<file path="config.mk">
export PLATFORM = sky130hd
export DESIGN_NAME = uart_rx_service_ctrl_flat
export DESIGN_NICKNAME = d
export VERILOG_FILES = /design/src/rtl/uart_rx_service_ctrl_if.sv /design/src/rtl/uart_rx_service_ctrl.sv /design/src/flat_wrapper.sv
export SDC_FILE = /design/constraint.sdc
export NUM_CORES = 1
export LEC_CHECK = 0
export CAP_MARGIN = 20
export CORE_MARGIN = 8
export CORE_UTILIZATION = 31
export CTS_BUF_LIST = sky130_fd_sc_hd__clkbuf_4 sky130_fd_sc_hd__clkbuf_8 sky130_fd_sc_hd__clkbuf_16
export DETAILED_ROUTE_END_ITERATION = 12
export PLACE_DENSITY = 0.58
export SLEW_MARGIN = 20
export SYNTH_ARGS = -nofsm -noshare
export SYNTH_HDL_FRONTEND = slang
export SYNTH_SLANG_ARGS = --single-unit
</file>
<file path="constraint.sdc">
create_clock -name CLK50MHZ -period 3.72 [get_ports CLK50MHZ]
set_clock_uncertainty 0.05 [all_clocks]
set_input_delay 0.558 -clock CLK50MHZ [delete_from_list [all_inputs] [get_ports CLK50MHZ]]
set_output_delay 0.558 -clock CLK50MHZ [all_outputs]
set_load 0.02 [all_outputs]
</file>
<file path="src/rtl/uart_rx_service_ctrl_if.sv">
// Bundle of receiver-side, configuration and consumer-side signals of the UART RX service sequencer.
// master is the sequencer's view; slave is the surrounding receiver/host view.
interface uart_rx_service_ctrl_if #(
   parameter int ERR_CNT_W = 8
);
   logic                 cfg_we;
   logic [4:0]           cfg_wdata;
   logic                 rx_enable;
   logic                 D_num;
   logic                 S_num;
   logic [1:0]           Par;
   logic                 Rx_RDY;
   logic                 PE_Fg;
   logic                 FE_Fg;
   logic                 OE_Fg;
   logic [7:0]           rx_data;
   logic                 n_RD;
   logic                 C_nD;
   logic                 Clr_EF;
   logic [7:0]           m_data;
   logic [2:0]           m_err;
   logic                 m_valid;
   logic                 m_ready;
   logic                 host_int_n;
   logic                 fifo_full;
   logic [ERR_CNT_W-1:0] err_cnt;

   modport master (
      input  cfg_we, cfg_wdata, Rx_RDY, PE_Fg, FE_Fg, OE_Fg, rx_data, m_ready,
      output rx_enable, D_num, S_num, Par, n_RD, C_nD, Clr_EF,
             m_data, m_err, m_valid, host_int_n, fifo_full, err_cnt
   );

   modport slave (
      output cfg_we, cfg_wdata, Rx_RDY, PE_Fg, FE_Fg, OE_Fg, rx_data, m_ready,
      input  rx_enable, D_num, S_num, Par, n_RD, C_nD, Clr_EF,
             m_data, m_err, m_valid, host_int_n, fifo_full, err_cnt
   );
endinterface

</file>
<file path="src/rtl/uart_rx_service_ctrl.sv">
// Host-side sequencer for the UART receiver: owns its configuration, reads bytes on Rx_RDY,
// clears error flags and queues {flags,byte} in a small FIFO for a valid/ready consumer.
module uart_rx_service_ctrl #(
   parameter int FIFO_DEPTH = 4,
   parameter int RD_LAT     = 1,
   parameter int ERR_CNT_W  = 8
) (
   input logic                    CLK50MHZ,
   input logic                    rst,
   uart_rx_service_ctrl_if.master bus
);
   localparam int PW  = $clog2(FIFO_DEPTH);
   localparam int CW  = PW + 1;
   localparam int WCW = (RD_LAT > 1) ? $clog2(RD_LAT) : 1;

   typedef enum logic [2:0] {
      IDLE    = 3'd0,
      READ    = 3'd1,
      WAIT    = 3'd2,
      CAPTURE = 3'd3,
      CLR_ERR = 3'd4,
      GAP     = 3'd5
   } state_t;

   state_t               state_r, state_s;
   logic [WCW-1:0]       wait_cnt_r;
   logic [2:0]           flags_r;
   logic [4:0]           cfg_r, pend_r;
   logic                 pend_v_r;
   logic [10:0]          mem_r [FIFO_DEPTH];
   logic [PW-1:0]        wr_ptr_r, rd_ptr_r, next_rd_s;
   logic [CW-1:0]        count_r, count_s;
   logic                 push_s, pop_s;
   logic [10:0]          push_data_s, head_s;
   logic [7:0]           m_data_r;
   logic [2:0]           m_err_r;
   logic                 m_valid_r, host_int_n_r, fifo_full_r;
   logic                 n_rd_r, c_nd_r, clr_ef_r;
   logic [ERR_CNT_W-1:0] err_cnt_r;

   // Next-state decode; the WAIT exit compare is never reached when RD_LAT is 1
   always_comb begin
      state_s = state_r;
      push_s  = 1'b0;
      case (state_r)
         IDLE: begin
            if (cfg_r[4] && bus.Rx_RDY && !fifo_full_r) state_s = READ;
            else                                          state_s = IDLE;
         end
         READ: begin
            if (RD_LAT == 1) state_s = CAPTURE;
            else             state_s = WAIT;
         end
         WAIT: begin
            if (wait_cnt_r == WCW'(RD_LAT - 2)) state_s = CAPTURE;
            else                                state_s = WAIT;
         end
         CAPTURE: begin
            push_s = 1'b1;
            if (flags_r != 3'b000) state_s = CLR_ERR;
            else                   state_s = GAP;
         end
         CLR_ERR: state_s = GAP;
         GAP:     state_s = IDLE;
         default: state_s = IDLE;
      endcase
   end

   // State, read-latency counter, flag snapshot, strobes and error counter
   always_ff @(posedge CLK50MHZ or negedge rst) begin
      if (!rst) begin
         state_r    <= IDLE;
         wait_cnt_r <= WCW'(0);
         flags_r    <= 3'b000;
         n_rd_r     <= 1'b1;
         c_nd_r     <= 1'b1;
         clr_ef_r   <= 1'b0;
         err_cnt_r  <= ERR_CNT_W'(0);
      end else begin
         state_r  <= state_s;
         n_rd_r   <= (state_s != READ);
         c_nd_r   <= !((state_s == READ) || (state_s == WAIT));
         clr_ef_r <= (state_s == CLR_ERR);
         if (state_r == READ) begin
            flags_r    <= {bus.PE_Fg, bus.FE_Fg, bus.OE_Fg};
            wait_cnt_r <= WCW'(0);
         end else if (state_r == WAIT) begin
            wait_cnt_r <= wait_cnt_r + WCW'(1);
         end
         if ((state_r == CLR_ERR) && (err_cnt_r != {ERR_CNT_W{1'b1}})) begin
            err_cnt_r <= err_cnt_r + ERR_CNT_W'(1);
         end
      end
   end

   // Config writes land directly in IDLE; otherwise held until the FSM returns to IDLE
   always_ff @(posedge CLK50MHZ or negedge rst) begin
      if (!rst) begin
         cfg_r    <= 5'b01100;
         pend_r   <= 5'b00000;
         pend_v_r <= 1'b0;
      end else if (state_r == IDLE) begin
         if (bus.cfg_we) cfg_r <= bus.cfg_wdata;
      end else if (state_r == GAP) begin
         if (bus.cfg_we)    cfg_r <= bus.cfg_wdata;
         else if (pend_v_r) cfg_r <= pend_r;
         pend_v_r <= 1'b0;
      end else if (bus.cfg_we) begin
         pend_r   <= bus.cfg_wdata;
         pend_v_r <= 1'b1;
      end
   end

   // FIFO bookkeeping; the head is pre-computed so m_data/m_err can stay registered
   always_comb begin
      pop_s       = m_valid_r & bus.m_ready;
      push_data_s = {flags_r, bus.rx_data};
      if (pop_s) next_rd_s = rd_ptr_r + PW'(1);
      else       next_rd_s = rd_ptr_r;
      case ({push_s, pop_s})
         2'b10:   count_s = count_r + CW'(1);
         2'b01:   count_s = count_r - CW'(1);
         default: count_s = count_r;
      endcase
      if (push_s && (wr_ptr_r == next_rd_s)) head_s = push_data_s;
      else                                   head_s = mem_r[next_rd_s];
   end

   // FIFO storage
   always_ff @(posedge CLK50MHZ) begin
      if (push_s) mem_r[wr_ptr_r] <= push_data_s;
   end

   // FIFO pointers and registered consumer-side outputs; head holds its value when empty
   always_ff @(posedge CLK50MHZ or negedge rst) begin
      if (!rst) begin
         wr_ptr_r     <= PW'(0);
         rd_ptr_r     <= PW'(0);
         count_r      <= CW'(0);
         m_data_r     <= 8'h00;
         m_err_r      <= 3'b000;
         m_valid_r    <= 1'b0;
         host_int_n_r <= 1'b1;
         fifo_full_r  <= 1'b0;
      end else begin
         if (push_s) wr_ptr_r <= wr_ptr_r + PW'(1);
         rd_ptr_r     <= next_rd_s;
         count_r      <= count_s;
         m_valid_r    <= (count_s != CW'(0));
         host_int_n_r <= (count_s == CW'(0));
         fifo_full_r  <= (count_s == CW'(FIFO_DEPTH));
         if (count_s != CW'(0)) {m_err_r, m_data_r} <= head_s;
      end
   end

   assign bus.rx_enable  = cfg_r[4];
   assign bus.D_num      = cfg_r[3];
   assign bus.S_num      = cfg_r[2];
   assign bus.Par        = cfg_r[1:0];
   assign bus.n_RD       = n_rd_r;
   assign bus.C_nD       = c_nd_r;
   assign bus.Clr_EF     = clr_ef_r;
   assign bus.m_data     = m_data_r;
   assign bus.m_err      = m_err_r;
   assign bus.m_valid    = m_valid_r;
   assign bus.host_int_n = host_int_n_r;
   assign bus.fifo_full  = fifo_full_r;
   assign bus.err_cnt    = err_cnt_r;
endmodule

</file>
<file path="src/flat_wrapper.sv">
// flat-port wrapper written by rule: the top's interface ports become plain ports
module uart_rx_service_ctrl_flat 
#(
   parameter int FIFO_DEPTH = 4,
   parameter int RD_LAT     = 1,
   parameter int ERR_CNT_W  = 8
)
  (CLK50MHZ, rst, bus_cfg_we, bus_cfg_wdata, bus_Rx_RDY, bus_PE_Fg, bus_FE_Fg, bus_OE_Fg, bus_rx_data, bus_m_ready, bus_rx_enable, bus_D_num, bus_S_num, bus_Par, bus_n_RD, bus_C_nD, bus_Clr_EF, bus_m_data, bus_m_err, bus_m_valid, bus_host_int_n, bus_fifo_full, bus_err_cnt);
  uart_rx_service_ctrl_if #(.ERR_CNT_W(ERR_CNT_W)) bus_i ();
  input logic CLK50MHZ;
  input logic rst;
  input wire logic [$bits(bus_i.cfg_we)-1:0] bus_cfg_we;
  input wire logic [$bits(bus_i.cfg_wdata)-1:0] bus_cfg_wdata;
  input wire logic [$bits(bus_i.Rx_RDY)-1:0] bus_Rx_RDY;
  input wire logic [$bits(bus_i.PE_Fg)-1:0] bus_PE_Fg;
  input wire logic [$bits(bus_i.FE_Fg)-1:0] bus_FE_Fg;
  input wire logic [$bits(bus_i.OE_Fg)-1:0] bus_OE_Fg;
  input wire logic [$bits(bus_i.rx_data)-1:0] bus_rx_data;
  input wire logic [$bits(bus_i.m_ready)-1:0] bus_m_ready;
  output wire logic [$bits(bus_i.rx_enable)-1:0] bus_rx_enable;
  output wire logic [$bits(bus_i.D_num)-1:0] bus_D_num;
  output wire logic [$bits(bus_i.S_num)-1:0] bus_S_num;
  output wire logic [$bits(bus_i.Par)-1:0] bus_Par;
  output wire logic [$bits(bus_i.n_RD)-1:0] bus_n_RD;
  output wire logic [$bits(bus_i.C_nD)-1:0] bus_C_nD;
  output wire logic [$bits(bus_i.Clr_EF)-1:0] bus_Clr_EF;
  output wire logic [$bits(bus_i.m_data)-1:0] bus_m_data;
  output wire logic [$bits(bus_i.m_err)-1:0] bus_m_err;
  output wire logic [$bits(bus_i.m_valid)-1:0] bus_m_valid;
  output wire logic [$bits(bus_i.host_int_n)-1:0] bus_host_int_n;
  output wire logic [$bits(bus_i.fifo_full)-1:0] bus_fifo_full;
  output wire logic [$bits(bus_i.err_cnt)-1:0] bus_err_cnt;
  assign bus_i.cfg_we = bus_cfg_we;
  assign bus_i.cfg_wdata = bus_cfg_wdata;
  assign bus_i.Rx_RDY = bus_Rx_RDY;
  assign bus_i.PE_Fg = bus_PE_Fg;
  assign bus_i.FE_Fg = bus_FE_Fg;
  assign bus_i.OE_Fg = bus_OE_Fg;
  assign bus_i.rx_data = bus_rx_data;
  assign bus_i.m_ready = bus_m_ready;
  assign bus_rx_enable = bus_i.rx_enable;
  assign bus_D_num = bus_i.D_num;
  assign bus_S_num = bus_i.S_num;
  assign bus_Par = bus_i.Par;
  assign bus_n_RD = bus_i.n_RD;
  assign bus_C_nD = bus_i.C_nD;
  assign bus_Clr_EF = bus_i.Clr_EF;
  assign bus_m_data = bus_i.m_data;
  assign bus_m_err = bus_i.m_err;
  assign bus_m_valid = bus_i.m_valid;
  assign bus_host_int_n = bus_i.host_int_n;
  assign bus_fifo_full = bus_i.fifo_full;
  assign bus_err_cnt = bus_i.err_cnt;
  uart_rx_service_ctrl #(.FIFO_DEPTH(FIFO_DEPTH), .RD_LAT(RD_LAT), .ERR_CNT_W(ERR_CNT_W)) u_core (.CLK50MHZ(CLK50MHZ), .rst(rst), .bus(bus_i));
endmodule
</file>
* After elaboration in Yosys (flattened, before gate mapping)
Memory sizes are Yosys's and may differ from the RTL's. A register that Yosys moved wholly into a read port is not among the register bits.
Cells that the tools add are included.
** Cells by class
- Equal/unequal tests :: 15
- Bitwise operators :: 3
- Add/subtract/negate cells :: 6
- Reduce and logical (&&, ||, !) cells :: 17
- Mux-type cells :: 18
** Operators by type and width (count)
- $mux 5 :: 5
- $pmux 3 s5 :: 1
- $eq 3x3->1 const B :: 4
- $mux 1 :: 10
- $eq 3x2->1 const B :: 3
- $add 8x1->8 const B :: 1
- $ne 8x8->1 const B :: 1
- $eq 3x1->1 const B :: 2
- $logic_not 3->1 :: 2
- $pmux 3 s2 :: 1
- $reduce_and 3->1 :: 2
- $reduce_bool 2->1 :: 3
- $reduce_bool 3->1 :: 2
- $add 2x1->2 const B :: 2
- $add 3x1->3 const B :: 1
- $logic_and 1x1->1 :: 3
- $logic_not 1->1 :: 3
- $ne 3x1->1 const B :: 1
- $ne 3x2->1 const B :: 1
- $sub 3x1->3 const B :: 1
- $eq 2x1->1 const B :: 1
- $eq 2x2->1 const B :: 1
- $mux 2 :: 1
- $ne 2x2->1 const B :: 1
- 5 further kinds :: 6
** Word-level totals
- Flip-flop bits (word level) :: 39
- Input port bits :: 21
- Output and inout port bits :: 30
- Memories :: 1
- Logic and storage cells :: 76
- RAM bits :: 44
** Memory list
- u_core.mem_r :: depth 4, bits a word 11, read ports 1, clocked after Yosys merged registers in 1, write ports 1, RTL line uart_rx_service_ctrl.sv:30 : logic [10:0] mem_r [FIFO_DEPTH];

* Logic depth before layout (Yosys ltp)
- Depth in word-level cells :: 7
- Depth in mapped cells :: 14
- Depth with buffers taken out :: 10

* Least setup slack after synthesis
No wires, ideal clock.
- Path kind :: input-to-reg
- Start :: in bus_m_ready
- End :: reg u_core.m_data_r[4], in the netlist u_core.bus.m_data[4], read port of u_core.mem_r
- Required time :: 3.547 ns
- Arrival :: 3.017 ns
- Path buffers :: 4
- Path slack :: 0.530 ns
- Stages on the path :: 13
- Cell sequence :: clkbuf_2 -> nand2_1 -> inv_2 -> clkbuf_1 -> ha_1 -> inv_1 -> fa_1 -> xor2_1 -> o21a_1 -> or3_1 -> buf_6 -> buf_8 -> o221a_1
** Between the ends
- Word-level cells in the longest chain between the ends :: 4
- Elaborated cells on any way between the ends :: 6
- Those cells by class :: eq/ne: 2; mux: 2; bitwise: 1; reduce/logical: 1
** Ends and longest elaborated chain
- start: declaration :: RTL line flat_wrapper.sv:19 : input wire logic [$bits(bus_i.m_ready)-1:0] bus_m_ready;
- $and 1x1->1 (*) :: RTL line uart_rx_service_ctrl.sv:116 : pop_s = m_valid_r & bus.m_ready;
- $eq 2x1->1 or $eq 2x2->1 (tied branches) :: RTL line uart_rx_service_ctrl.sv:120 : case ({push_s, pop_s})
- $pmux 3 s2 :: RTL line uart_rx_service_ctrl.sv:120
- $reduce_bool 3->1 :: RTL line uart_rx_service_ctrl.sv:152 : if (count_s != CW'(0)) {m_err_r, m_data_r} <= head_s;
- end: declaration :: RTL line uart_rx_service_ctrl.sv:35 : logic [7:0] m_data_r;
Every way passes the cells marked *; elsewhere a longest branch is shown, timed or not.
A chain may end at the register's enable or synchronous reset.

* Worst setup path in the final report
- Start :: reg u_core.state_r[2]
- End :: reg u_core.m_data_r[0], in the netlist u_core.bus.m_data[0], read port of u_core.mem_r
** Between the ends
- Word-level cells in the longest chain between the ends :: 5
- Elaborated cells on any way between the ends :: 6
- Those cells by class :: eq/ne: 3; mux: 2; reduce/logical: 1
** Ends and longest elaborated chain
- start: declaration :: RTL line uart_rx_service_ctrl.sv:25 : state_t state_r, state_s;
- start signal: assignment :: RTL line uart_rx_service_ctrl.sv:80 : state_r <= state_s;
- $eq 3x2->1 (*) :: RTL line uart_rx_service_ctrl.sv:45 : case (state_r)
- $mux 1 (*) :: RTL line uart_rx_service_ctrl.sv:45
- $eq 2x1->1 or $eq 2x2->1 (tied branches) :: RTL line uart_rx_service_ctrl.sv:120
- $pmux 3 s2 (*) :: RTL line uart_rx_service_ctrl.sv:120
- $reduce_bool 3->1 (*) :: RTL line uart_rx_service_ctrl.sv:152
Marks and branches as above.

==> impl_metrics.ini <==
[cts]
cts_tree = yes
clkTransAtPathRegs_ns = 0.06
cts_hold_buf = 1
clock_latency_ns = 0.34
cts-buffers-inserted = 9
clockRootBuffer = clkbuf_16
cts_max_level = 3
clock_sinks = 94
cts_setup_buffers = 0
cts.repair.resized = 0
ctsLongestPathBuffers = 2

[sta]
final.setup.tns_ns = 0
setup_violations = 0
maxSlewHeadroom_pct = 47.0
period_share_pct = 89.1
min_period_ns = 3.32
rsz0062_at_grt = no
worstMarginPinSlew_ns = 0.796
fmax_mhz = 302
hold_viol_final = 0
slew_viol_final = 0

[worst_setup_path]
r2r_start = u_core.state_r[2]$_DFF_PN0_
r2r.worst_path.cells = 10
path_class = register to register
arrival_ns = 3.49
crit_end = u_core.bus.m_data[0]$_DFFE_PN0P_
cp-startpoint = u_core.state_r[2]$_DFF_PN0_
r2r_end = u_core.bus.m_data[0]$_DFFE_PN0P_
start_kind = register
end_kind = register
r2r_slack_ns = 0.40
critical_path.max_fanout = 25
cp.required_ns = 3.89

[power_and_ir_drop]
swShare_pct = 36.4
clockPowerShare_pct = 21.3
internal_power_w = 0.00294
p_seq_share_pct = 36.5
power.switching_w = 0.00169
ir_drop_uv = 402
p_comb_share_pct = 42.3
p_per_area_mw_per_mm2 = 848
leakage_nw = 2.03

[logic_synthesis]
yosysMostFrequentCell = dfrtp_1
synth.area.top_cells = edfxtp_1 (29%), dfrtp_1 (25%), a211oi_1 (5.2%)
synth_top_area_share_pct = 29.4
syn_area_sq_mm = 0.00449
synth_area_per_cell_sq_um = 12.7
ys.warnings.count = 0
synthArstFlopShare_pct = 53.2
ys_seq_elements = 94
ys.flop_type = dfrtp_1
synth_cell_types = 52
synth.cells.most_frequent = dfrtp_1 (45), edfxtp_1 (44), a211oi_1 (31)
syn_inst = 352
syn_nets = 380
yosysTopAreaCell = edfxtp_1
synth_edf_count = 44
ys_seq_area_share_pct = 57.5

[placement]
hpwl_um = 6930
routabilityCongestion = 0.735
io_buffers = 50

[final_layout]
syn_to_final_growth_pct = 21.6
post-route-util_pct = 38.1
layout-drive-gt1-share_pct = 12.3
diodes = 0
final_nets = 422

[route]
ant_nets = 0
drt-pass1-iter-count = 5
wirelength_um = 10600
num_vias = 3109
via_per_inst = 5.33
drt_iter0_drc = 156
drc = 0
routedWlPerCell_um = 18.2

[min_path]
hp-class = register to register

[grt]
grt_pass1_wl_um = 17100
grt_pass1_vias = 3256
grt_max_degree = 47
grt_overflow = 0
grt_use_total_pct = 11.9
antenna_found_initial = 0

[die]
die_w_um = 136
rows = 44
initial_utilization_pct = 31.3
ios = 51
dieArea_sq_mm = 0.0186
core_sq_mm = 0.0143
die_h_um = 136

[status]
status = finished clean

[job]
max-cap-violations = 0
## placed cells by master, fill, tap and decap left out, types with 10 or more instances in the layout
cell,Yosys,final
clkdlybuf4s50_1,0,49
dfrtp_1,45,45
edfxtp_1,44,44
a211oi_1,31,31
nand3_1,16,16
mux2i_1,16,16
xnor2_1,13,13
nor2_1,13,13
nand4b_1,12,12
a21oi_1,11,11
o31ai_1,11,11
inv_1,10,10
nor4bb_1,10,10
o2bb2ai_1,10,10
mux2_2,10,10
buf_4,1,10
## per-layer routing
| layer | vias to the layer above | GRT usage [%] | routed length [um] |
|---|---|---|---|
| met4 | 0 | 4.21 | 130 |
| met3 | 14 | 5.14 | 834 |
| met1 | 1557 | 14.5 | 4650 |
| met2 | 104 | 18.5 | 4990 |
| li1 | 1434 | - | - |
| met5 | - | 0 | 0 |
## state kept, by name, summed over array words and instances (netlist names), 5 cells and up
register / cells
u_core.bus.err_cnt: 8
u_core.cfg_r: 5
u_core.pend_r: 5
u_core.bus.m_data: 8
u_core.mem_r: 44
## stage by stage
step / setup slack, ns / cells / power [W] / cell area, sq um / hold WS [ns]
detailed placement: 0.155 / 566 / 0.00368 / 5120 / 0.346
global placement: 0.269 / 566 / 0.00360 / 5120 / 0.340
finish: 0.404 / 583 / 0.00463 / 5460 / 0.444
floorplan: 0.530 / 352 / 0.00308 / 4490 / 0.212
CTS: 0.397 / 583 / 0.00469 / 5460 / 0.451
global route: 0.147 / 583 / 0.00495 / 5460 / 0.471
## power groups by stage
stage / sequential, W / combinational (W) / clock (W)
final: 0.00169 / 0.00196 / 0.000984
after global routing: 0.00173 / 0.00216 / 0.00106
after CTS: 0.00169 / 0.00198 / 0.00101
after detailed placement: 0.00171 / 0.00197 / 0
after global placement: 0.00170 / 0.00190 / 0
after floorplan: 0.00177 / 0.00131 / 0
## layout make-up
type	count	area (sq um)
multi-input cells	217	1700
well taps	184	230
clock inverters	6	83.8
inverters	11	41.3
fillers	1370	8860
clock buffers	10	239
flip-flops and latches	94	2580
repair buffers	61	581
## worst min-delay path by stage
stage,from,end,slack (ns),cells after the start
floorplan,rst,u_core.bus.Clr_EF$_DFF_PN0_,0.21,0
global route,u_core.cfg_r[3]$_DFFE_PN1P_,u_core.cfg_r[3]$_DFFE_PN1P_,0.47,2
CTS,u_core.bus.err_cnt[5]$_DFFE_PN0P_,u_core.bus.err_cnt[5]$_DFFE_PN0P_,0.45,1
detailed placement,rst,u_core.cfg_r[0]$_DFFE_PN0P_,0.35,1
finish,u_core.bus.err_cnt[5]$_DFFE_PN0P_,u_core.bus.err_cnt[5]$_DFFE_PN0P_,0.44,1
global placement,rst,u_core.cfg_r[0]$_DFFE_PN0P_,0.34,1
## kinds of logic (layout without fill, tap and decap cells)
kind of cell             Yosys count  count (layout)  synth area share, %
AO/OA/AOI/OAI                     87              87                 15.1
XOR/XNOR                          18              18                 3.51
adder cells (fa/ha/maj)            7               7                 2.12
buffers and inverters             41              88                 4.55
flip-flops                        94              94                 57.5
multiplexers                      26              26                 6.08
AND/OR/NAND/NOR                   79              79                 11.2
## worst max-delay path, cell delays in order, from the launching register on
cell,delay (ns)
dfrtp_1,0.57
and3b_1,0.24
inv_1,0.12
ha_1,0.21
inv_1,0.06
fa_1,0.37
xor2_1,0.17
nor3_1,0.22
or3_1,0.68
nand2b_4,0.21
o221a_2,0.30
No activity file was read; power rests on OpenSTA's default activity.
